### config.mk
export PLATFORM = sky130hd
export DESIGN_NAME = ex_issue_ctrl
export DESIGN_NICKNAME = d
export VERILOG_FILES = /design/src/rtl/ex_issue_ctrl.sv
export SDC_FILE = /design/constraint.sdc
export NUM_CORES = 1
export LEC_CHECK = 0
export CELL_PAD_IN_SITES_DETAIL_PLACEMENT = 0
export CELL_PAD_IN_SITES_GLOBAL_PLACEMENT = 1
export CORE_UTILIZATION = 25
export DETAILED_ROUTE_END_ITERATION = 8
export PLACE_DENSITY = 0.72
export SYNTH_ARGS = -nofsm -noshare
export SYNTH_HDL_FRONTEND = slang
export SYNTH_SLANG_ARGS = --single-unit
export TNS_END_PERCENT = 10
### constraint.sdc
create_clock -name clk -period 5.55 [get_ports clk]
set_input_delay 1.665 -clock clk [delete_from_list [all_inputs] [get_ports clk]]
set_output_delay 1.665 -clock clk [all_outputs]
set_load 0.01 [all_outputs]
### src/rtl/ex_issue_ctrl.sv
// -----------------------------------------------------------------------------
// ex_issue_ctrl
//
// Issue and sequencing controller for the SimpleRisc EX stage.
//
// One instruction per cycle may be accepted from the OF/EX latch. The block
// decides how long each instruction stays in EX:
//   - single-cycle ops (everything except mul, div and mod) complete at the
//     edge on which they are accepted;
//   - mul (op 2) occupies EX for MUL_CYCLES cycles;
//   - div (op 3) and mod (op 4) occupy EX for DIV_CYCLES cycles.
//
// The block also holds the architectural {GT,EQ} flags, which are written by
// cmp (op 5). It raises stall and flush toward IF/OF, and it presents results
// to the EX/MA latch through a valid/ready handshake.
//
// Parameters
//   MUL_CYCLES  EX latency of mul. Must be at least 1.
//   DIV_CYCLES  EX latency of div and mod. Must be at least 1.
//   CNT_W       Width of the latency counter. 2^CNT_W must be at least
//               max(MUL_CYCLES, DIV_CYCLES).
//
// Ports
//   clk           in   1   clock; all state changes on the rising edge
//   reset         in   1   asynchronous reset, active-high
//   in_valid      in   1   OF/EX latch holds a valid instruction
//   in_ready      out  1   EX accepts this cycle (accept = in_valid & in_ready)
//   alu_op        in   5   AluSignal of the offered instruction
//   branch_taken  in   1   IsBranchTaken for the offered instruction
//   cmp_gt        in   1   ALU compare result, op1 > op2 (signed)
//   cmp_eq        in   1   ALU compare result, op1 == op2
//   ma_ready      in   1   EX/MA latch can take a result
//   out_valid     out  1   result valid toward EX/MA (registered)
//   mc_start      out  1   one-cycle start pulse to the multi-cycle unit
//   mc_busy       out  1   a multi-cycle op is in progress
//   flags         out  2   {GT,EQ} architectural flags (registered)
//   stall         out  1   freeze IF/OF
//   flush         out  1   squash IF/OF
//   stall_cycles  out  32  saturating count of stalled cycles
//                          (present only when EX_PERF_CNT_EN is defined)
//
// Build option
//   EX_PERF_CNT_EN  When defined, adds the stall_cycles port and its counter.
//                   When undefined, neither exists and all other behaviour
//                   is identical.
// -----------------------------------------------------------------------------
module ex_issue_ctrl #(
   parameter int MUL_CYCLES = 3,
   parameter int DIV_CYCLES = 32,
   parameter int CNT_W      = 6
) (
   input  logic        clk,
   input  logic        reset,
   input  logic        in_valid,
   output logic        in_ready,
   input  logic [4:0]  alu_op,
   input  logic        branch_taken,
   input  logic        cmp_gt,
   input  logic        cmp_eq,
   input  logic        ma_ready,
   output logic        out_valid,
   output logic        mc_start,
   output logic        mc_busy,
   output logic [1:0]  flags,
`ifdef EX_PERF_CNT_EN
   output logic [31:0] stall_cycles,
`endif
   output logic        stall,
   output logic        flush
);

   // The counter is loaded with LAT-1 so that completion lands exactly LAT
   // edges after the accepting edge: LAT edges are spent in MULTI, and the
   // count reaches 0 on the last of them.
   localparam logic [CNT_W-1:0] MUL_LAT_M1 = CNT_W'(MUL_CYCLES - 1);
   localparam logic [CNT_W-1:0] DIV_LAT_M1 = CNT_W'(DIV_CYCLES - 1);

   localparam logic [4:0] OP_MUL = 5'd2;
   localparam logic [4:0] OP_DIV = 5'd3;
   localparam logic [4:0] OP_MOD = 5'd4;
   localparam logic [4:0] OP_CMP = 5'd5;

   typedef enum logic {
      IDLE  = 1'b0,
      MULTI = 1'b1
   } state_t;

   state_t           state_q, state_d;
   logic [CNT_W-1:0] cnt_q, cnt_d;
   logic             out_valid_q, out_valid_d;
   logic [1:0]       flags_q, flags_d;

   logic             accept;
   logic             is_multi;
   logic             completion;

   // Only mul, div and mod are multi-cycle. Ops 13-31 fall through to the
   // single-cycle path.
   assign is_multi = (alu_op == OP_MUL) || (alu_op == OP_DIV) || (alu_op == OP_MOD);

   // A held result blocks a new accept until EX/MA takes it. This keeps a
   // completion from overwriting an unconsumed result.
   assign in_ready = (state_q == IDLE) && (!out_valid_q || ma_ready);
   assign accept   = in_valid && in_ready;

   assign mc_start = accept && is_multi;
   assign mc_busy  = (state_q == MULTI);

   // flush needs accept and stall needs ~in_ready, so the two can never be
   // high together.
   assign stall    = in_valid && !in_ready;
   assign flush    = accept && branch_taken;

   assign out_valid = out_valid_q;
   assign flags     = flags_q;

   // Next-state and datapath control
   always_comb begin
      state_d    = state_q;
      cnt_d      = cnt_q;
      completion = 1'b0;

      case (state_q)
         IDLE: begin
            if (accept) begin
               if (is_multi) begin
                  cnt_d   = (alu_op == OP_MUL) ? MUL_LAT_M1 : DIV_LAT_M1;
                  state_d = MULTI;
               end else begin
                  completion = 1'b1;
               end
            end
         end
         MULTI: begin
            if (cnt_q != '0) begin
               cnt_d = cnt_q - 1'b1;
            end else begin
               completion = 1'b1;
               state_d    = IDLE;
            end
         end
         default: begin
            state_d = IDLE;
         end
      endcase
   end

   // A new completion takes priority over draining the held result.
   always_comb begin
      out_valid_d = out_valid_q;
      if (completion) begin
         out_valid_d = 1'b1;
      end else if (ma_ready) begin
         out_valid_d = 1'b0;
      end
   end

   // Flags change only on an accepted cmp. They are visible to the very next
   // accepted instruction.
   always_comb begin
      flags_d = flags_q;
      if (accept && (alu_op == OP_CMP)) begin
         flags_d = {cmp_gt, cmp_eq};
      end
   end

   // Reset abandons any in-flight op outright. Clearing state and out_valid
   // together means the abandoned op can never report a result.
   always_ff @(posedge clk or posedge reset) begin
      if (reset) begin
         state_q     <= IDLE;
         cnt_q       <= '0;
         out_valid_q <= 1'b0;
         flags_q     <= 2'b00;
      end else begin
         state_q     <= state_d;
         cnt_q       <= cnt_d;
         out_valid_q <= out_valid_d;
         flags_q     <= flags_d;
      end
   end

`ifdef EX_PERF_CNT_EN
   // Stalled-cycle counter. It saturates instead of wrapping, so a long run
   // never reports a deceptively small number.
   logic [31:0] stall_cycles_q, stall_cycles_d;

   always_comb begin
      stall_cycles_d = stall_cycles_q;
      if (stall && (stall_cycles_q != 32'hFFFF_FFFF)) begin
         stall_cycles_d = stall_cycles_q + 32'd1;
      end
   end

   always_ff @(posedge clk or posedge reset) begin
      if (reset) begin
         stall_cycles_q <= 32'd0;
      end else begin
         stall_cycles_q <= stall_cycles_d;
      end
   end

   assign stall_cycles = stall_cycles_q;
`endif

endmodule

[Word-level counts from Yosys, hierarchy flattened]
Cells that the tools add are included.
Operators by class
  $add $sub $neg: 1
  equal/unequal tests: 7
  multiplexer cells: 15
  bitwise logic cells: 1
  reduce and logical (&&, ||, !) cells: 14
Operator list (count)
  $mux 6: 3
  $pmux 6 s2: 1
  $eq 5x2->1 const B: 2
  $eq 5x3->1 const B: 2
  $mux 1: 8
  $logic_and 1x1->1: 6
  $reduce_bool 6->1: 1
  $sub 6x1->6 const B: 1
  $mux 5: 1
  $ne 2x2->1 const B: 2
  $pmux 1 s2: 2
  $logic_or 1x1->1: 3
  $reduce_and 3->1: 1
  $logic_not 1->1: 2
  $ne 2x1->1 const B: 1
  $reduce_bool 2->1: 1
  $not 1->1: 1
Storage, ports and cells
  flip-flop bits (word level): 10
  input bits: 12
  output and inout bits: 8

[Logic depth before layout (Yosys ltp)]
  word-level depth: 7
  gate-level depth with buffers: 6
  gate-level depth less buffers: 6

[Least setup slack after synthesis]
No wires, ideal clock.
  path kind: input-to-output
  start: in alu_op[0]
  end: out mc_start
  arrival: 2605 ps
  required time: 3885 ps
  path slack: 1280 ps
  cell stages on the path: 2
  cells stage by stage: or3b_4 a2111oi_4
On the way
  word-level cells in the longest chain between the ends: 4
  elaborated cells between the ends (all ways): 6
Ends and longest elaborated chain
  start, declared: line 56  | input logic [4:0] alu_op,
  $eq 5x2->1: line 99  | assign is_multi = (alu_op == OP_MUL) || (alu_op == OP_DIV) || (alu_op == OP_MOD);
  $logic_or 1x1->1: line 99
  $logic_or 1x1->1 *: line 99
  $logic_and 1x1->1 *: line 106  | assign mc_start = accept && is_multi;
  end, declared: line 62  | output logic mc_start,
Every way passes the cells marked *; elsewhere a longest branch is shown, timed or not.

[Worst setup path after layout]
  start: in alu_op[2]
  end: out mc_start
The elaborated chain is that of the path after synthesis.

==> results_dict.tcl <==
set metrics [dict create \
    cts.hold.buffers_added 0 \
    antenna_found_initial 0 \
    start_util_pct 27.2 \
    coreArea_sq_mm 0.00228 \
    cts_tree "done" \
    synthMuxAreaShare_pct 5.25 \
    cp-start-kind "input port" \
    clkTransAtPathRegs_ns 0.07 \
    powerDensity_mw_per_mm2 442 \
    crit_path_end_kind "output pin" \
    dp.cells 108 \
    dp_hpwl_microns 1060 \
    seq_area_frac_synth_pct 40.4 \
    drv_slew 0 \
    max-vdd-ir-drop_mv 0.199 \
    synth_top_area_cell "dfrtp_1" \
    synth_xor_area_share_pct 0 \
    viasPerCell 4.89 \
    synth_warnings 0 \
    rsz0062_at_grt "no" \
    cts_sinks 10 \
    synth_edf_count 0 \
    post_cts_buffers 0 \
    fin_worst_skew_ns 0.00139 \
    fin_crit_ns 5.19 \
    synth-compound-area-share_pct 25.9 \
    finish.net_count 99 \
    synth-main-ff-cell "dfrtp_1" \
    syn_area_sq_um 619 \
    syn-num-nets 75 \
    period_share_pct 93.5 \
    firstDrtPassIters 4 \
    status "completed" \
    cts_root_buffer "clkbuf_4" \
    grt_max_degree 11 \
    track_usage_pct 12.3 \
    power_leakage_uw 0.000366 \
    path_class "input port to output pin" \
    layout_commonest_cell "clkdlybuf4s50_1" \
    num_vias 548 \
    instances_no_fill 112 \
    yosys.area_share.simple_pct 18.8 \
    ant_nets 0 \
    numPortBuffers 19 \
    synth_area_leaders "dfrtp_1 40%, inv_1 4.8%, a2111oi_4 4.4%" \
    drive_gt1_share_pct 15.5 \
    cts_max_level 1 \
    grt-ovfl-total 0 \
    hold_viol 0 \
    drc 0 \
    area_growth_pct 42.6 \
    holdWs_ns 0.510 \
    synth-seq-cells 10 \
    wire_per_inst_microns 12.5 \
    synth_fa_ha_area_share_pct 4.04 \
    tightest_slew_ns 0.487 \
    synth-async-reset-ratio_pct 100 \
    syn_area_per_cell_sq_um 10.2 \
    final_cell_mix "19 x clkdlybuf4s50_1, 10 x dfrtp_1, 8 x inv_1" \
    dieArea_sq_mm 0.00268 \
    grt_pass1_wl_microns 2410 \
    drt_iter0_drc 16 \
    slew_headroom_pct 67.3 \
    hp-class "register to register" \
    antennaDiodeCount 0 \
    cts_resized 0 \
    cp.arrival_ns 3.53 \
    crit_fanout 3 \
    fmax_ghz 0.193 \
    setup_viol 0 \
    cts_made_buffers 3 \
    ctsLongestPathBuffers 2 \
    fin_tns_setup_ns 0 \
    gp_congestion 0.762 \
    synthCells 61 \
    grt_pass1_vias 529 \
    placementRows 17 \
    die_w_microns 51.8 \
    ios 20 \
    ys_types 30 \
    worstSkewPairLatency_ns 0.27 \
    maxCapViolCount 0 \
    detail_route.wirelength_microns 1400 \
    cp.required_ns 3.88 \
    yosysTopAreaCellShare_pct 40.4 \
    die_h_microns 51.8 \
    synth_top_family_by_area "compound AO/OA/AOI/OAI gates" \
]
Yosys cell counts, types with 2 or more instances:
cell type  number
mux2_2          2
nor4_1          2
nand2_1         2
dfrtp_1        10
inv_1           8
nor3_1          2
ha_1            2
and3_1          2
nor2_1          3
o22ai_1         3
o2bb2ai_1       3
a21oi_1         3
nand2b_1        2
final cells by class:
type | count | area (sq um)
clock buffer | 4 | 36.3
fill | 236 | 1390
timing repair buffer | 20 | 198
tap | 28 | 35.0
inverter | 8 | 30.0
multi-input combinational | 42 | 334
sequential | 10 | 250
per-layer routing:
metal | GRT usage [%] | vias to the layer above | routed length, microns
li1 | - | 275 | -
met1 | 15.9 | 250 | 664
met2 | 18.6 | 19 | 630
met3 | 3.22 | 4 | 87
met4 | 6.76 | 0 | 16
met5 | 0 | - | 0
cell families (layout without fill, tap and decap cells):
kind of cell / count (synthesis) / in the layout
simple gates: 19 / 19
compound gates: 18 / 18
flops: 10 / 10
buf+inv: 9 / 32
mux: 3 / 3
fa+ha+maj: 2 / 2
registers in the layout, summed over array words and instances (netlist names):
name and cells:
mc_busy 1, out_valid 1, cnt_q 6, flags 2
critical path: stages:
cell,delay [ns]
clkdlybuf4s50_1,0.49
or3b_4,0.40
a2111oi_4,0.37
clkdlybuf4s50_1,0.59
worst paths after layout:
kind / from / to / slack (ns) / cells past startpoint
setup / recovery: alu_op[2] / mc_start / 0.36 / 4
setup reg to reg: mc_busy / cnt_q[5] / 3.74 / 4
max in group asynchronous: reset / cnt_q[4] / 3.62 / 2
hold / removal: flags[1] / flags[1] / 0.51 / 1
hold reg to reg: flags[1] / flags[1] / 0.51 / 1
min in group asynchronous: reset / flags[1] / 1.66 / 2
through the flow:
stage	total power [uW]	util, %	area (sq um)	setup slack (ns)
CTS	395	38.8	883	0.337
finish	390	38.8	883	0.358
detailed placement	326	37.2	847	0.343
global route	422	38.8	883	0.286
global placement	324	37.2	847	0.357
floorplan	255	-	619	1.28
power breakdown:
group / total [uW] / internal [uW] / leakage [uW] / switching, uW
logic: 186 / 94.4 / 0.000228 / 91.4
registers: 138 / 105 / 0.000117 / 32.4
clock network: 66.8 / 39.9 / 0.0000210 / 26.9
No activity file was read; power rests on OpenSTA's default activity.
